===== config.mk =====
export PLATFORM = sky130hd
export DESIGN_NAME = cc1200_rx_merge
export DESIGN_NICKNAME = d
export VERILOG_FILES = /design/src/rtl/cc1200_rx_merge.sv
export SDC_FILE = /design/constraint.sdc
export NUM_CORES = 1
export LEC_CHECK = 0
export CELL_PAD_IN_SITES_DETAIL_PLACEMENT = 0
export CELL_PAD_IN_SITES_GLOBAL_PLACEMENT = 2
export CORE_MARGIN = 2
export CORE_UTILIZATION = 42
export DETAILED_ROUTE_END_ITERATION = 10
export PLACE_DENSITY = 0.88
export RECOVER_POWER = 100
export SLEW_MARGIN = 20
export SYNTH_ARGS = -nofsm -noshare
export SYNTH_HDL_FRONTEND = slang
export SYNTH_SLANG_ARGS = --single-unit

===== constraint.sdc =====
create_clock -name clk -period 3.8 [get_ports clk]
set_input_delay 0.76 -clock clk [delete_from_list [all_inputs] [get_ports clk]]
set_output_delay 0.76 -clock clk [all_outputs]
set_load 0.005 [all_outputs]

===== src/rtl/cc1200_rx_merge.sv =====
`default_nettype none
// ============================================================================
//  Module      : cc1200_rx_merge
//  Description : Merges four CC1200 receive channels into one stream. Each
//                channel tags its data with a latched address and queues it
//                in a small FIFO. A single register slice drains the FIFOs
//                in round-robin order. Optional macro RXM_OVF_CNT_EN adds
//                saturating 8-bit per-channel drop counters.
//  Revision    : 1.0 - initial release
// ============================================================================
module cc1200_rx_merge #(
    parameter int FIFO_DEPTH = 4
) (
    input  logic        clk,
    input  logic        rstn,
    input  logic [47:0] RxData,
    input  logic [3:0]  RxValid,
    input  logic [63:0] RxAdd,
    input  logic [3:0]  RxAddValid,
    input  logic [3:0]  Out_Off_Link,
    output logic [11:0] m_data,
    output logic [15:0] m_addr,
    output logic [1:0]  m_chan,
    output logic        m_valid,
    input  logic        m_ready,
    output logic [3:0]  ovf_flag,
    input  logic        ovf_clr,
    output logic [3:0]  link_up,
    output logic [31:0] ovf_cnt
);

    localparam int               c_ptr_w = (FIFO_DEPTH > 1) ? $clog2(FIFO_DEPTH) : 1;
    localparam logic [c_ptr_w:0] c_depth = (c_ptr_w + 1)'(FIFO_DEPTH);

    logic [3:0]  w_nonempty;
    logic [3:0]  w_pop;
    logic [3:0]  w_drop;
    logic [27:0] w_head [4];
    logic        w_load;
    logic        w_found;
    logic [1:0]  w_sel;
    logic [1:0]  w_idx;

    logic        r_m_valid;
    logic [27:0] r_m_word;
    logic [1:0]  r_m_chan;
    logic [1:0]  r_last_grant;
    logic [3:0]  r_ovf_flag;
    logic [3:0]  r_link_up;

    generate
        for (genvar i = 0; i < 4; i++) begin : g_chan
            logic [15:0]        r_addr;
            logic [27:0]        r_mem [FIFO_DEPTH];
            logic [c_ptr_w-1:0] r_wptr;
            logic [c_ptr_w-1:0] r_rptr;
            logic [c_ptr_w:0]   r_cnt;
            logic               w_push_req;
            logic               w_push;
            logic [15:0]        w_addr;

            // A same-cycle address strobe tags the word with the new address
            assign w_addr       = RxAddValid[i] ? RxAdd[16*i +: 16] : r_addr;
            // A channel without link neither queues nor counts drops
            assign w_push_req   = RxValid[i] && !Out_Off_Link[i];
            assign w_push       = w_push_req && ((r_cnt < c_depth) || w_pop[i]);
            assign w_drop[i]    = w_push_req && !w_push;
            // A channel being flushed is not offered to the arbiter
            assign w_nonempty[i] = (r_cnt != '0) && !Out_Off_Link[i];
            assign w_head[i]    = r_mem[r_rptr];

            // Latch the channel address on its strobe
            always_ff @(posedge clk or negedge rstn) begin
                if (!rstn) begin
                    r_addr <= '0;
                end else if (RxAddValid[i]) begin
                    r_addr <= RxAdd[16*i +: 16];
                end
            end

            // FIFO storage, written at the write pointer on an accepted push
            always_ff @(posedge clk or negedge rstn) begin
                if (!rstn) begin
                    for (int k = 0; k < FIFO_DEPTH; k++) begin
                        r_mem[k] <= '0;
                    end
                end else if (w_push) begin
                    r_mem[r_wptr] <= {w_addr, RxData[12*i +: 12]};
                end
            end

            // Pointers and occupancy; link loss empties the FIFO
            always_ff @(posedge clk or negedge rstn) begin
                if (!rstn) begin
                    r_wptr <= '0;
                    r_rptr <= '0;
                    r_cnt  <= '0;
                end else if (Out_Off_Link[i]) begin
                    r_wptr <= '0;
                    r_rptr <= '0;
                    r_cnt  <= '0;
                end else begin
                    if (w_push) begin
                        r_wptr <= r_wptr + 1'b1;
                    end
                    if (w_pop[i]) begin
                        r_rptr <= r_rptr + 1'b1;
                    end
                    if (w_push && !w_pop[i]) begin
                        r_cnt <= r_cnt + 1'b1;
                    end else if (!w_push && w_pop[i]) begin
                        r_cnt <= r_cnt - 1'b1;
                    end
                end
            end
        end
    endgenerate

    // Round-robin pick: first non-empty channel after the last grant
    always_comb begin
        w_found = 1'b0;
        w_sel   = r_last_grant;
        w_idx   = r_last_grant;
        for (int k = 1; k <= 4; k++) begin
            w_idx = r_last_grant + k[1:0];
            if (!w_found && w_nonempty[w_idx]) begin
                w_found = 1'b1;
                w_sel   = w_idx;
            end
        end
    end

    assign w_load = !r_m_valid || m_ready;
    assign w_pop  = (w_load && w_found) ? (4'b0001 << w_sel) : 4'b0000;

    // Output register slice; contents only change when the slot frees up
    always_ff @(posedge clk or negedge rstn) begin
        if (!rstn) begin
            r_m_valid    <= 1'b0;
            r_m_word     <= '0;
            r_m_chan     <= '0;
            r_last_grant <= 2'd3;
        end else if (w_load) begin
            r_m_valid <= w_found;
            if (w_found) begin
                r_m_word     <= w_head[w_sel];
                r_m_chan     <= w_sel;
                r_last_grant <= w_sel;
            end
        end
    end

    // Sticky drop flags; a drop in the clearing cycle keeps the flag set
    always_ff @(posedge clk or negedge rstn) begin
        if (!rstn) begin
            r_ovf_flag <= '0;
        end else begin
            r_ovf_flag <= (r_ovf_flag & ~{4{ovf_clr}}) | w_drop;
        end
    end

    // Registered link status
    always_ff @(posedge clk or negedge rstn) begin
        if (!rstn) begin
            r_link_up <= '0;
        end else begin
            r_link_up <= ~Out_Off_Link;
        end
    end

`ifdef RXM_OVF_CNT_EN
    generate
        for (genvar i = 0; i < 4; i++) begin : g_ovf_cnt
            logic [7:0] r_cnt8;

            // Saturating drop counter; a drop in the clearing cycle counts as 1
            always_ff @(posedge clk or negedge rstn) begin
                if (!rstn) begin
                    r_cnt8 <= '0;
                end else if (ovf_clr) begin
                    r_cnt8 <= {7'd0, w_drop[i]};
                end else if (w_drop[i] && (r_cnt8 != 8'hFF)) begin
                    r_cnt8 <= r_cnt8 + 8'd1;
                end
            end

            assign ovf_cnt[8*i +: 8] = r_cnt8;
        end
    endgenerate
`else
    assign ovf_cnt = '0;
`endif

    assign m_valid  = r_m_valid;
    assign m_addr   = r_m_word[27:12];
    assign m_data   = r_m_word[11:0];
    assign m_chan   = r_m_chan;
    assign ovf_flag = r_ovf_flag;
    assign link_up  = r_link_up;

endmodule
`default_nettype wire

==> impl_results.md, run 1 <==
* Multi-input logic area at 0.01064 mm²
* H-tree depth at 2
* Worst hold start: r_m_word[8]
* Data required time at the worst endpoint at 4.29 ns
* FF-to-FF Start: g_chan[2].r_cnt[2]
* PD cells at 823.9 mW/mm²
* Post-Place Cells at 2828
* Critical Path Sink Type: flip-flop
* DRC Markers at 0
* Synth Flop Type: dfrtp_1
* Wire per inst at 20.84 µm
* 1st-iter DRT viols at 1067
* Area Overhead vs Synth at 16.30%
* # hold bufs at CTS at 0
* Reg area at 0.01455 mm²
* Flops & latches, synth at 581
* Worst VDD drop at 0.4137 mV
* Number of synthesized flops with an enable pin at 0
* Worst setup path startpoint: Out_Off_Link[3]
* Area contributors post-synth: dfrtp_1, mux2_2, mux4_2, mux2_4, mux2i_1
* First-pass GRT wire length at 97530 µm
* Clock sinks at 581
* Leakage at 0.01345 µW
* Critical Path Slowest Stage Cell: buf_2
* Most common cell after layout, fill and taps aside: dfrtp_1
* Worst stage delay on the critical path at 0.66 ns
* Fin crit share at 92.34%
* Failing checks: max-capacitance violations, max-slew violations
* Overflow after GRT at 0
* CP most frequent cell: clkbuf_1
* Worst hold endpoint: r_m_word[8]
* Vias at 15370
* DIE HEIGHT at 254.8 µm
* Gpl congestion at 0.7857
* TritonRoute pass-1 iters at 5
* Core area at 0.06194 mm²
* Starting Density at 42.65%
* Final HPWL DP at 42010 µm
* Hold Violations, Final at 0
* Async SR Flop Fraction at 100.0%
* Count of input and output buffers at 166
* Cell taking the most area after synthesis: dfrtp_1
* Num CTS Buffers at 60
* Crit path cell chain: clkdlybuf4s50_1, clkbuf_1, inv_1, o2111ai_1, o31ai_1, clkbuf_1, nor2_4, nand3_1, buf_4, a21oi_4, buf_2, mux2_2
* Fin Hold WS at 0.4753 ns
* Count of pins over their slew limit at 74
* Layout cells sized above 1 at 25.10%
* ANT nets after route at 0
* FF-to-FF path depth at 9
* Vias in the first global route at 16500
* PnR worst setup slack at 0.2912 ns
* Crit path kind: input pin to flip-flop
* Sequential share of the synthesized area at 55.04%
* Chip Width at 254.8 µm
* RSZ-0062 raised after global routing: no
* Cts repair resizes at 0
* Die area at 0.06493 mm²
* Final Critical Period at 3.509 ns
* Setup TNS at 0 ns
* Commonest non-fill, non-tap cells in the layout: dfrtp_1, mux2_2, mux2_1
* Max Cap Viol at 1
* Via density at 5.224
* Final setup viols at 0
* Largest net degree at the start of global routing at 89
* Worst-case clock skew at 0.01012 ns
* Layout net count at 2201
* Worst slew margin at -32.74%
* Cell Rows at 91
* Min-Delay Path Class: flip-flop to flip-flop
* Antenna violations before repair at 1
* Max FO, Critical Path at 28
* Cells after Synth at 1881
* Tot Pwr at 25320 µW
* GRT Total Usage at 19.51%
* Post-synth cell types at 57
* Fmax at 0.2850 GHz
* Share of the synthesized area in the top cell type at 54.84%
* CP bufs+invs at 6
* Outcome: finished, violations left
* Clk Latency, worst-skew pair at 0.62 ns
* Non-filler cells, final at 2942
* Pre-CTS WS at 0.09897 ns
* Reg-to-reg slack, setup at 0.33 ns
* Worst hold path stage count at 2
* FF-to-FF End: g_chan[2].r_mem[80]
* Mapped Area at 0.02642 mm²
* CTS Buffer Depth at 3
* Slew @ Worst Pin at 1.991 ns
* Synthesis Warnings at 0
* Number of setup buffers added after CTS at 0
* Avg Cell Area, Syn at 14.05 µm²
* Root Buffer: clkbuf_16
* Ports at 199
* Fill count at 5366
* CP Launch Type: input pin
* DRT Wirelength at 61320 µm
* TritonCTS clock tree: yes
* Crit path DAT at 4.00 ns
* CP delay by family, top: buffers and inverters
* Clock-pin slew on the worst setup and hold paths at 0.06 ns
-- layer usage --
metal | global-route usage, % | part of all wire [%]
met1 | 27.14 | 45
met5 | 0 | 0
met4 | 4.996 | 2.2
met3 | 2.899 | 3.9
met2 | 32.23 | 49
-- logic make-up after synthesis --
family                     after synthesis  share of synthesized area [%]
DFF                                    581                          55.04
muxes                                  568                          29.74
and+or+nand+nor                        262                          4.172
AOI/OAI and AO/OA                      237                          5.617
buffers and inverters                  199                          3.926
adders and majority gates               20                          1.061
xor gates and xnor gates                13                         0.4310
other                                    1                        0.01419
-- how the worst max path moves through the flow --
stage                     slack [ns]  cells past startpoint                    to
after floorplan                 0.71                     10    g_chan[0].r_cnt[1]
after global placement          0.17                      8   g_chan[3].r_mem[40]
after detailed placement         0.1                      9   g_chan[3].r_mem[52]
after CTS                       0.40                      9   g_chan[3].r_mem[52]
after global routing            0.10                      9  g_chan[3].r_mem[102]
final                           0.29                     12   g_chan[2].r_mem[80]
-- cells in the mapped netlist (all sizes together) (2+ instances only) --
cell type,n
nor3,7
nor2,98
xor2,4
mux2i,81
xnor2,9
inv,55
dfstp,2
and3,3
o22ai,2
o21ai,99
o211ai,6
mux4,112
buf,84
o32a,2
ha,16
nor2b,9
a32o,4
nand3,4
a22oi,8
dfrtp,579
a21boi,3
a21oi,94
nand2,123
nand2b,7
a31oi,11
fa,4
clkbuf,59
or3,5
nor4,2
mux2,375
-- tightest hold or removal path: stages, from the launching register on --
cell and delay [ns]:
dfrtp_1 0.33, nand2_1 0.05, o21ai_0 0.06
-- power by group --
group | internal (µW) | leakage (µW) | switching, µW
clock network | 3870 | 0.00107 | 2510
logic | 4540 | 0.00513 | 4010
registers | 8800 | 0.00725 | 1580
-- layout make-up --
cell class,count,share of cell area (%)
diodes,1,0.008144
well taps,837,3.408
clock inverters,35,1.494
repair buffers,222,6.817
inverters,56,0.6841
flip-flops and latches,581,47.36
clock buffers,78,5.599
multi-input cells,1132,34.63
-- per-stage QoR --
step                area, µm²  util [%]
floorplan               26540         -
global placement        29140     47.05
detailed placement      29140     47.05
CTS                     31320     50.57
global route            30730     49.61
finish                  30730     49.61
-- sequential cells by signal (all words and copies together) (netlist names) --
signal	count
g_chan.r_mem	448
g_chan.r_addr	64
r_m_word	28
g_chan.r_cnt	12
g_chan.r_rptr	8
g_chan.r_wptr	8
link_up	4
ovf_flag	4
m_chan	2
r_last_grant	2
m_valid	1
Power figures use the tool's default switching activity.
==> run 2, diff against run 1 <==
- REMOVE_ABC_BUFFERS: unset -> 1
==> run 2 against run 1 <==
The run still ends with max-capacitance violations, max-slew violations left. Die area is the same. Global-route usage grew 1.2 points. Flip-flop and latch count is the same. Via count grew 2.4%. Power grew 0.91%. Clock power shrank 5.8%. Critical path depth shrank 3. Design area grew 0.27%. Core utilization grew 0.14 points. Hold slack lost 0.0046 ns. First-iteration DRC count shrank 16%. Sequential power is essentially flat. Critical path type unchanged. Largest cell class unchanged. Highest routed layer is now met5.
==> impl_results.md, run 2 (synthesis gave the netlist of run 1 again) <==
* Max Cap Viol at 1 (unchanged)
* Cell Rows at 91 (unchanged)
* Area Overhead vs Synth at 16.62% (was 16.30%)
* Worst VDD drop at 0.5987 mV (was 0.4137 mV)
* Num CTS Buffers at 60 (unchanged)
* RSZ-0062 raised after global routing: no (unchanged)
* PnR worst setup slack at 0.4475 ns (was 0.2912 ns)
* Vias in the first global route at 16730 (was 16500)
* FF-to-FF Start: g_chan[3].r_cnt[0] (was g_chan[2].r_cnt[2])
* Die area at 0.06493 mm² (unchanged)
* Largest net degree at the start of global routing at 94 (was 89)
* DIE HEIGHT at 254.8 µm (unchanged)
* Most common cell after layout, fill and taps aside: dfrtp_1 (unchanged)
* Fin Hold WS at 0.4707 ns (was 0.4753 ns)
* GRT Total Usage at 20.69% (was 19.51%)
* Pre-CTS WS at 0.1725 ns (was 0.09897 ns)
* Ports at 199 (unchanged)
* Critical Path Sink Type: flip-flop (unchanged)
* FF-to-FF End: g_chan[2].r_mem[10] (was g_chan[2].r_mem[80])
* PD cells at 829.2 mW/mm² (was 823.9 mW/mm²)
* TritonCTS clock tree: yes (unchanged)
* Worst slew margin at -42.26% (was -32.74%)
* Starting Density at 42.65% (unchanged)
* # hold bufs at CTS at 0 (unchanged)
* Hold Violations, Final at 0 (unchanged)
* Leakage at 0.01351 µW (was 0.01345 µW)
* Biggest regs: g_chan.r_mem x448, g_chan.r_addr x64, r_m_word x28 (unchanged)
* Layout cells sized above 1 at 25.22% (was 25.10%)
* Final setup viols at 0 (unchanged)
* Layout net count at 2214 (was 2201)
* Final Critical Period at 3.352 ns (was 3.509 ns)
* TritonRoute pass-1 iters at 5 (unchanged)
* Failing checks: max-capacitance violations, max-slew violations (unchanged)
* CTS Buffer Depth at 3 (unchanged)
* Antenna violations before repair at 7 (was 1)
* CP most frequent cell: clkbuf_1 (unchanged)
* Overflow after GRT at 0 (unchanged)
* Worst Setup EP: g_chan[2].r_mem[10] (was g_chan[2].r_mem[80])
* Critical Path Slowest Stage Cell: clkdlybuf4s50_1 (was buf_2)
* Crit path kind: input pin to flip-flop (unchanged)
* Max FO, Critical Path at 28 (unchanged)
* DRT Wirelength at 65020 µm (was 61320 µm)
* First-pass GRT wire length at 101400 µm (was 97530 µm)
* Data required time at the worst endpoint at 4.29 ns (about the same)
* Worst-case clock skew at 0.03374 ns (was 0.01012 ns)
* Tot Pwr at 25550 µW (was 25320 µW)
* Count of pins over their slew limit at 77 (was 74)
* Cts repair resizes at 0 (unchanged)
* CP bufs+invs at 4 (was 6)
* Number of setup buffers added after CTS at 0 (unchanged)
* ANT nets after route at 0 (unchanged)
* Post-Place Cells at 2841 (was 2828)
* Min-Delay Path Class: flip-flop to flip-flop (unchanged)
* Clock-pin slew on the worst setup and hold paths at 0.06 ns (about the same)
* Count of input and output buffers at 166 (unchanged)
* Reg-to-reg slack, setup at 0.45 ns (was 0.33 ns)
* Outcome: finished, violations left (unchanged)
* DRC Markers at 0 (unchanged)
* Clock sinks at 581 (unchanged)
* Root Buffer: clkbuf_16 (unchanged)
* Vias at 15730 (was 15370)
* Fin crit share at 88.22% (was 92.34%)
* Stages on the worst setup path at 9 (was 12)
* CP delay by family, top: buffers and inverters (unchanged)
* Commonest non-fill, non-tap cells in the layout: dfrtp_1, mux2_2, mux2_1 (unchanged)
* Wire per inst at 22.03 µm (was 20.84 µm)
* Gpl congestion at 0.7887 (was 0.7857)
* Max FFs per register at 448 (unchanged)
* Via density at 5.331 (was 5.224)
* Register with the most flip-flops: g_chan.r_mem (unchanged)
* H-tree depth at 2 (unchanged)
* Non-filler cells, final at 2951 (was 2942)
* Slew @ Worst Pin at 2.134 ns (was 1.991 ns)
* FF-to-FF path depth at 9 (unchanged)
* Chip Width at 254.8 µm (unchanged)
* Clk Latency, worst-skew pair at 0.63 ns (was 0.62 ns)
* 1st-iter DRT viols at 897 (was 1067)
* Final HPWL DP at 44150 µm (was 42010 µm)
* Worst stage delay on the critical path at 0.57 ns (was 0.66 ns)
* CP Launch Type: input pin (unchanged)
* Fmax at 0.2983 GHz (was 0.2850 GHz)
* Worst setup path startpoint: Out_Off_Link[1] (was Out_Off_Link[3])
* Core area at 0.06194 mm² (unchanged)
* Crit path cell chain: clkdlybuf4s50_1, clkbuf_1, o31ai_2, nor2_4, nand3_1, clkbuf_1, a21oi_2, clkbuf_4, mux2_2 (was clkdlybuf4s50_1, clkbuf_1, inv_1, o2111ai_1, o31ai_1, clkbuf_1, nor2_4, nand3_1, buf_4, a21oi_4, buf_2, mux2_2)
* Crit path DAT at 3.85 ns (was 4.00 ns)
run 2: final cells by class:
type / instances / area (µm²)
Antenna cell: 1 / 2.502
Fill cell: 5384 / 31130
Timing Repair Buffer: 235 / 2420
Multi-Input combinational cell: 1132 / 10550
Sequential cell: 581 / 14550
Clock buffer: 89 / 1783
Clock inverter: 20 / 242.7
Inverter: 56 / 210.2
Tap cell: 837 / 1047
run 2: worst min-delay path by stage:
stage / from / to / slack [ns] / depth (start not counted)
final: r_m_word[5] / r_m_word[5] / 0.47 / 2
after global routing: g_chan[1].r_mem[77] / g_chan[1].r_mem[77] / 0.49 / 2
after CTS: rstn / g_chan[1].r_addr[14] / 0.14 / 1
after detailed placement: g_chan[1].r_mem[25] / g_chan[1].r_mem[25] / 0.47 / 2
after global placement: g_chan[1].r_mem[108] / g_chan[1].r_mem[108] / 0.46 / 2
after floorplan: g_chan[1].r_mem[40] / g_chan[1].r_mem[40] / 0.44 / 2
run 2: routing by layer:
layer  up-vias  global-route usage (%)  wire [µm]
li1       7025                       -          -
met4         8                   6.216       1814
met3       105                   4.991       3595
met5         -                       0         53
met1      8276                   28.12      28400
met2       319                   33.04      31160
run 2: power breakdown:
group / internal (µW) / total [µW] / switching, µW
logic: 4800 / 9190 / 4390
clock network: 3570 / 6010 / 2440
registers: 8810 / 10400 / 1540
run 2: per-stage QoR:
| step | TNS [ns] | cell area, µm² | utilization (%) |
|---|---|---|---|
| finish | 0 | 30810 | 49.74 |
| global route | 0 | 30810 | 49.74 |
| CTS | 0 | 31390 | 50.68 |
| detailed placement | 0 | 29360 | 47.41 |
| global placement | 0 | 29360 | 47.41 |
| floorplan | -305.69 | 25710 | - |
run 2: worst register-to-register path, cell delays in order (launching register included):
cell      delay, ns
dfrtp_1        0.42
nor3_1         0.37
nor4_1         0.14
or3_1          0.49
nor2_4         0.21
nand3_1        0.25
clkbuf_1       0.28
a21oi_2        0.18
clkbuf_4       0.47
mux2_2         0.41
==> run 3, diff against run 2 <==
--- a/config.mk
+++ b/config.mk
@@ -7,5 +7,5 @@
 export LEC_CHECK = 0
+export ABC_CLOCK_PERIOD_IN_PS = 3800
 export CELL_PAD_IN_SITES_DETAIL_PLACEMENT = 0
 export CELL_PAD_IN_SITES_GLOBAL_PLACEMENT = 2
-export CORE_MARGIN = 2
 export CORE_UTILIZATION = 42
--- a/constraint.sdc
+++ b/constraint.sdc
@@ -3,2 +3,2 @@
 set_output_delay 0.76 -clock clk [all_outputs]
-set_load 0.005 [all_outputs]
+set_load 0.01 [all_outputs]
==> run 3 against run 2 <==
The run still ends with max-capacitance violations, max-slew violations left. Largest cell class unchanged. Hold slack improved by 0.0031 ns. First-iteration DRC count is 1.4% higher. Setup slack lost 0.034 ns.
==> impl_results.md, run 3 (synthesis gave the netlist of run 1 again) <==
* Non-filler cells, final at 2962 (was 2951)
* Clock-pin slew on the worst setup and hold paths at 0.06 ns (about the same)
* Via density at 5.281 (was 5.331)
* Critical Path Sink Type: flip-flop (unchanged)
* Cell Rows at 91 (unchanged)
* Chip Width at 252.8 µm (was 254.8 µm)
* DRT Wirelength at 63720 µm (was 65020 µm)
* Gpl congestion at 0.7802 (was 0.7887)
* Failing checks: max-capacitance violations, max-slew violations (unchanged)
* H-tree depth at 2 (unchanged)
* CTS Buffer Depth at 3 (unchanged)
* CP most frequent cell: clkbuf_1 (unchanged)
* Layout net count at 2220 (was 2214)
* TritonCTS clock tree: yes (unchanged)
* Vias at 15640 (was 15730)
* Reg area at 0.01455 mm² (unchanged)
* Clock sinks at 581 (unchanged)
* Data required time at the worst endpoint at 4.30 ns (was 4.29 ns)
* Number of setup buffers added after CTS at 0 (unchanged)
* Final setup viols at 0 (unchanged)
* Root Buffer: clkbuf_16 (unchanged)
* Outcome: finished, violations left (unchanged)
* PD cells at 843.3 mW/mm² (was 829.2 mW/mm²)
* Largest net degree at the start of global routing at 100 (was 94)
* Layout cells sized above 1 at 25.58% (was 25.22%)
* DRC Markers at 0 (unchanged)
* Commonest non-fill, non-tap cells in the layout: dfrtp_1, mux2_2, mux2_1 (unchanged)
* Area Overhead vs Synth at 17.52% (was 16.62%)
* DIE HEIGHT at 252.8 µm (was 254.8 µm)
* Layout Utilization at 50.13% (was 49.74%)
* Worst VDD drop at 0.5235 mV (was 0.5987 mV)
* Die area at 0.06391 mm² (was 0.06493 mm²)
* Final HPWL DP at 42680 µm (was 44150 µm)
* Clk Latency, worst-skew pair at 0.62 ns (was 0.63 ns)
* Antenna violations before repair at 7 (unchanged)
* Multi-input logic area at 0.01059 mm² (was 0.01055 mm²)
* Most common cell after layout, fill and taps aside: dfrtp_1 (unchanged)
* GRT Total Usage at 20.60% (was 20.69%)
* Max FO, Critical Path at 12 (was 28)
* Count of pins over their slew limit at 79 (was 77)
* Starting Density at 42.65% (unchanged)
* Wire per inst at 21.51 µm (was 22.03 µm)
* Register with the most flip-flops: g_chan.r_mem (unchanged)
* 1st-iter DRT viols at 910 (was 897)
* Core area at 0.06194 mm² (unchanged)
* Max FFs per register at 448 (unchanged)
* Post-Place Cells at 2846 (was 2841)
* Ports at 199 (unchanged)
* First-pass GRT wire length at 100100 µm (was 101400 µm)
* Num CTS Buffers at 61 (was 60)
* Crit path DAT at 3.89 ns (was 3.85 ns)
* Worst slew margin at -44.97% (was -42.26%)
* Fin crit share at 89.12% (was 88.22%)
* Crit path cell chain: dlygate4sd3_1, clkbuf_1, o22ai_1, o32a_1, nor2_1, nand2_4, clkbuf_1, a21oi_4, buf_4, mux2_2 (was clkdlybuf4s50_1, clkbuf_1, o31ai_2, nor2_4, nand3_1, clkbuf_1, a21oi_2, clkbuf_4, mux2_2)
* Critical Path Slowest Stage Cell: dlygate4sd3_1 (was clkdlybuf4s50_1)
* Min-Delay Path Class: flip-flop to flip-flop (unchanged)
* Crit path kind: input pin to flip-flop (unchanged)
* Fmax at 0.2953 GHz (was 0.2983 GHz)
* Fill count at 5330 (was 5384)
* Biggest regs: g_chan.r_mem x448, g_chan.r_addr x64, r_m_word x28 (unchanged)
* Max Cap Viol at 1 (unchanged)
* Cts repair resizes at 0 (unchanged)
* TritonRoute pass-1 iters at 5 (unchanged)
* Leakage at 0.01359 µW (was 0.01351 µW)
* RSZ-0062 raised after global routing: no (unchanged)
* Worst-case clock skew at 0.01662 ns (was 0.03374 ns)
* Final Critical Period at 3.386 ns (was 3.352 ns)
* Hold Violations, Final at 0 (unchanged)
* Overflow after GRT at 0 (unchanged)
* # hold bufs at CTS at 0 (unchanged)
* Vias in the first global route at 16820 (was 16730)
* CP Launch Type: input pin (unchanged)
* Worst stage delay on the critical path at 0.61 ns (was 0.57 ns)
* Count of input and output buffers at 166 (unchanged)
* Slew @ Worst Pin at 2.175 ns (was 2.134 ns)
* ANT nets after route at 0 (unchanged)
run 3: worst max-delay path, delay by kind of cell:
family / cells / cell delay [ns]
buffers and inverters: 4 / 1.60
multiplexers: 1 / 0.37
AND/OR/NAND/NOR: 2 / 0.32
AO/OA/AOI/OAI: 3 / 0.83
run 3: final cells by class:
cell class | instances | share of cell area, %
antenna | 2 | 0.01612
clock buffer | 82 | 5.557
clock inverter | 32 | 1.531
inverter | 56 | 0.6770
multi-input combinational | 1132 | 34.10
sequential | 581 | 46.87
tap | 837 | 3.373
timing repair buffer | 240 | 7.879
run 3: through the flow:
step | hold slack (ns) | area [µm²] | TNS [ns] | power (µW) | setup slack, ns
2_1_floorplan | 0.4446 | 25710 | -305.69 | 16250 | -1.577
3_3_place_gp | 0.4553 | 29340 | 0 | 20000 | 0.1876
3_5_place_dp | 0.4664 | 29340 | 0 | 20460 | 0.1221
4_1_cts | 0.1314 | 31540 | 0 | 27020 | 0.5059
5_1_grt | 0.4932 | 31040 | 0 | 27730 | 0.2337
6_report | 0.4738 | 31050 | 0 | 26180 | 0.4136
run 3: report_power, final:
part	leakage [µW]	internal (µW)	switching [µW]	total [µW]
registers	0.00725	8810	1530	10300
clock network	0.00107	3930	2530	6460
logic	0.00527	4900	4490	9390
run 3: routing by layer:
metal / vias to the layer above / routed length, µm / GRT usage (%)
met5: - / 53 / 0
met4: 10 / 2254 / 7.584
met1: 8166 / 28150 / 28.20
met3: 107 / 3309 / 4.472
li1: 7047 / - / -
met2: 312 / 29960 / 32.27
run 3: worst paths after layout:
path                                      from                    to  slack, ns  cells past startpoint
max                            Out_Off_Link[2]   g_chan[0].r_mem[62]       0.41                     10
min                        g_chan[1].r_mem[25]   g_chan[1].r_mem[25]       0.47                      2
max reg2reg                 g_chan[3].r_cnt[2]   g_chan[2].r_mem[78]       0.46                      9
min reg2reg                g_chan[1].r_mem[25]   g_chan[1].r_mem[25]       0.47                      2
max in group asynchronous                 rstn   g_chan[2].r_mem[73]       0.78                      2
min in group asynchronous                 rstn  g_chan[1].r_addr[11]       0.74                      1
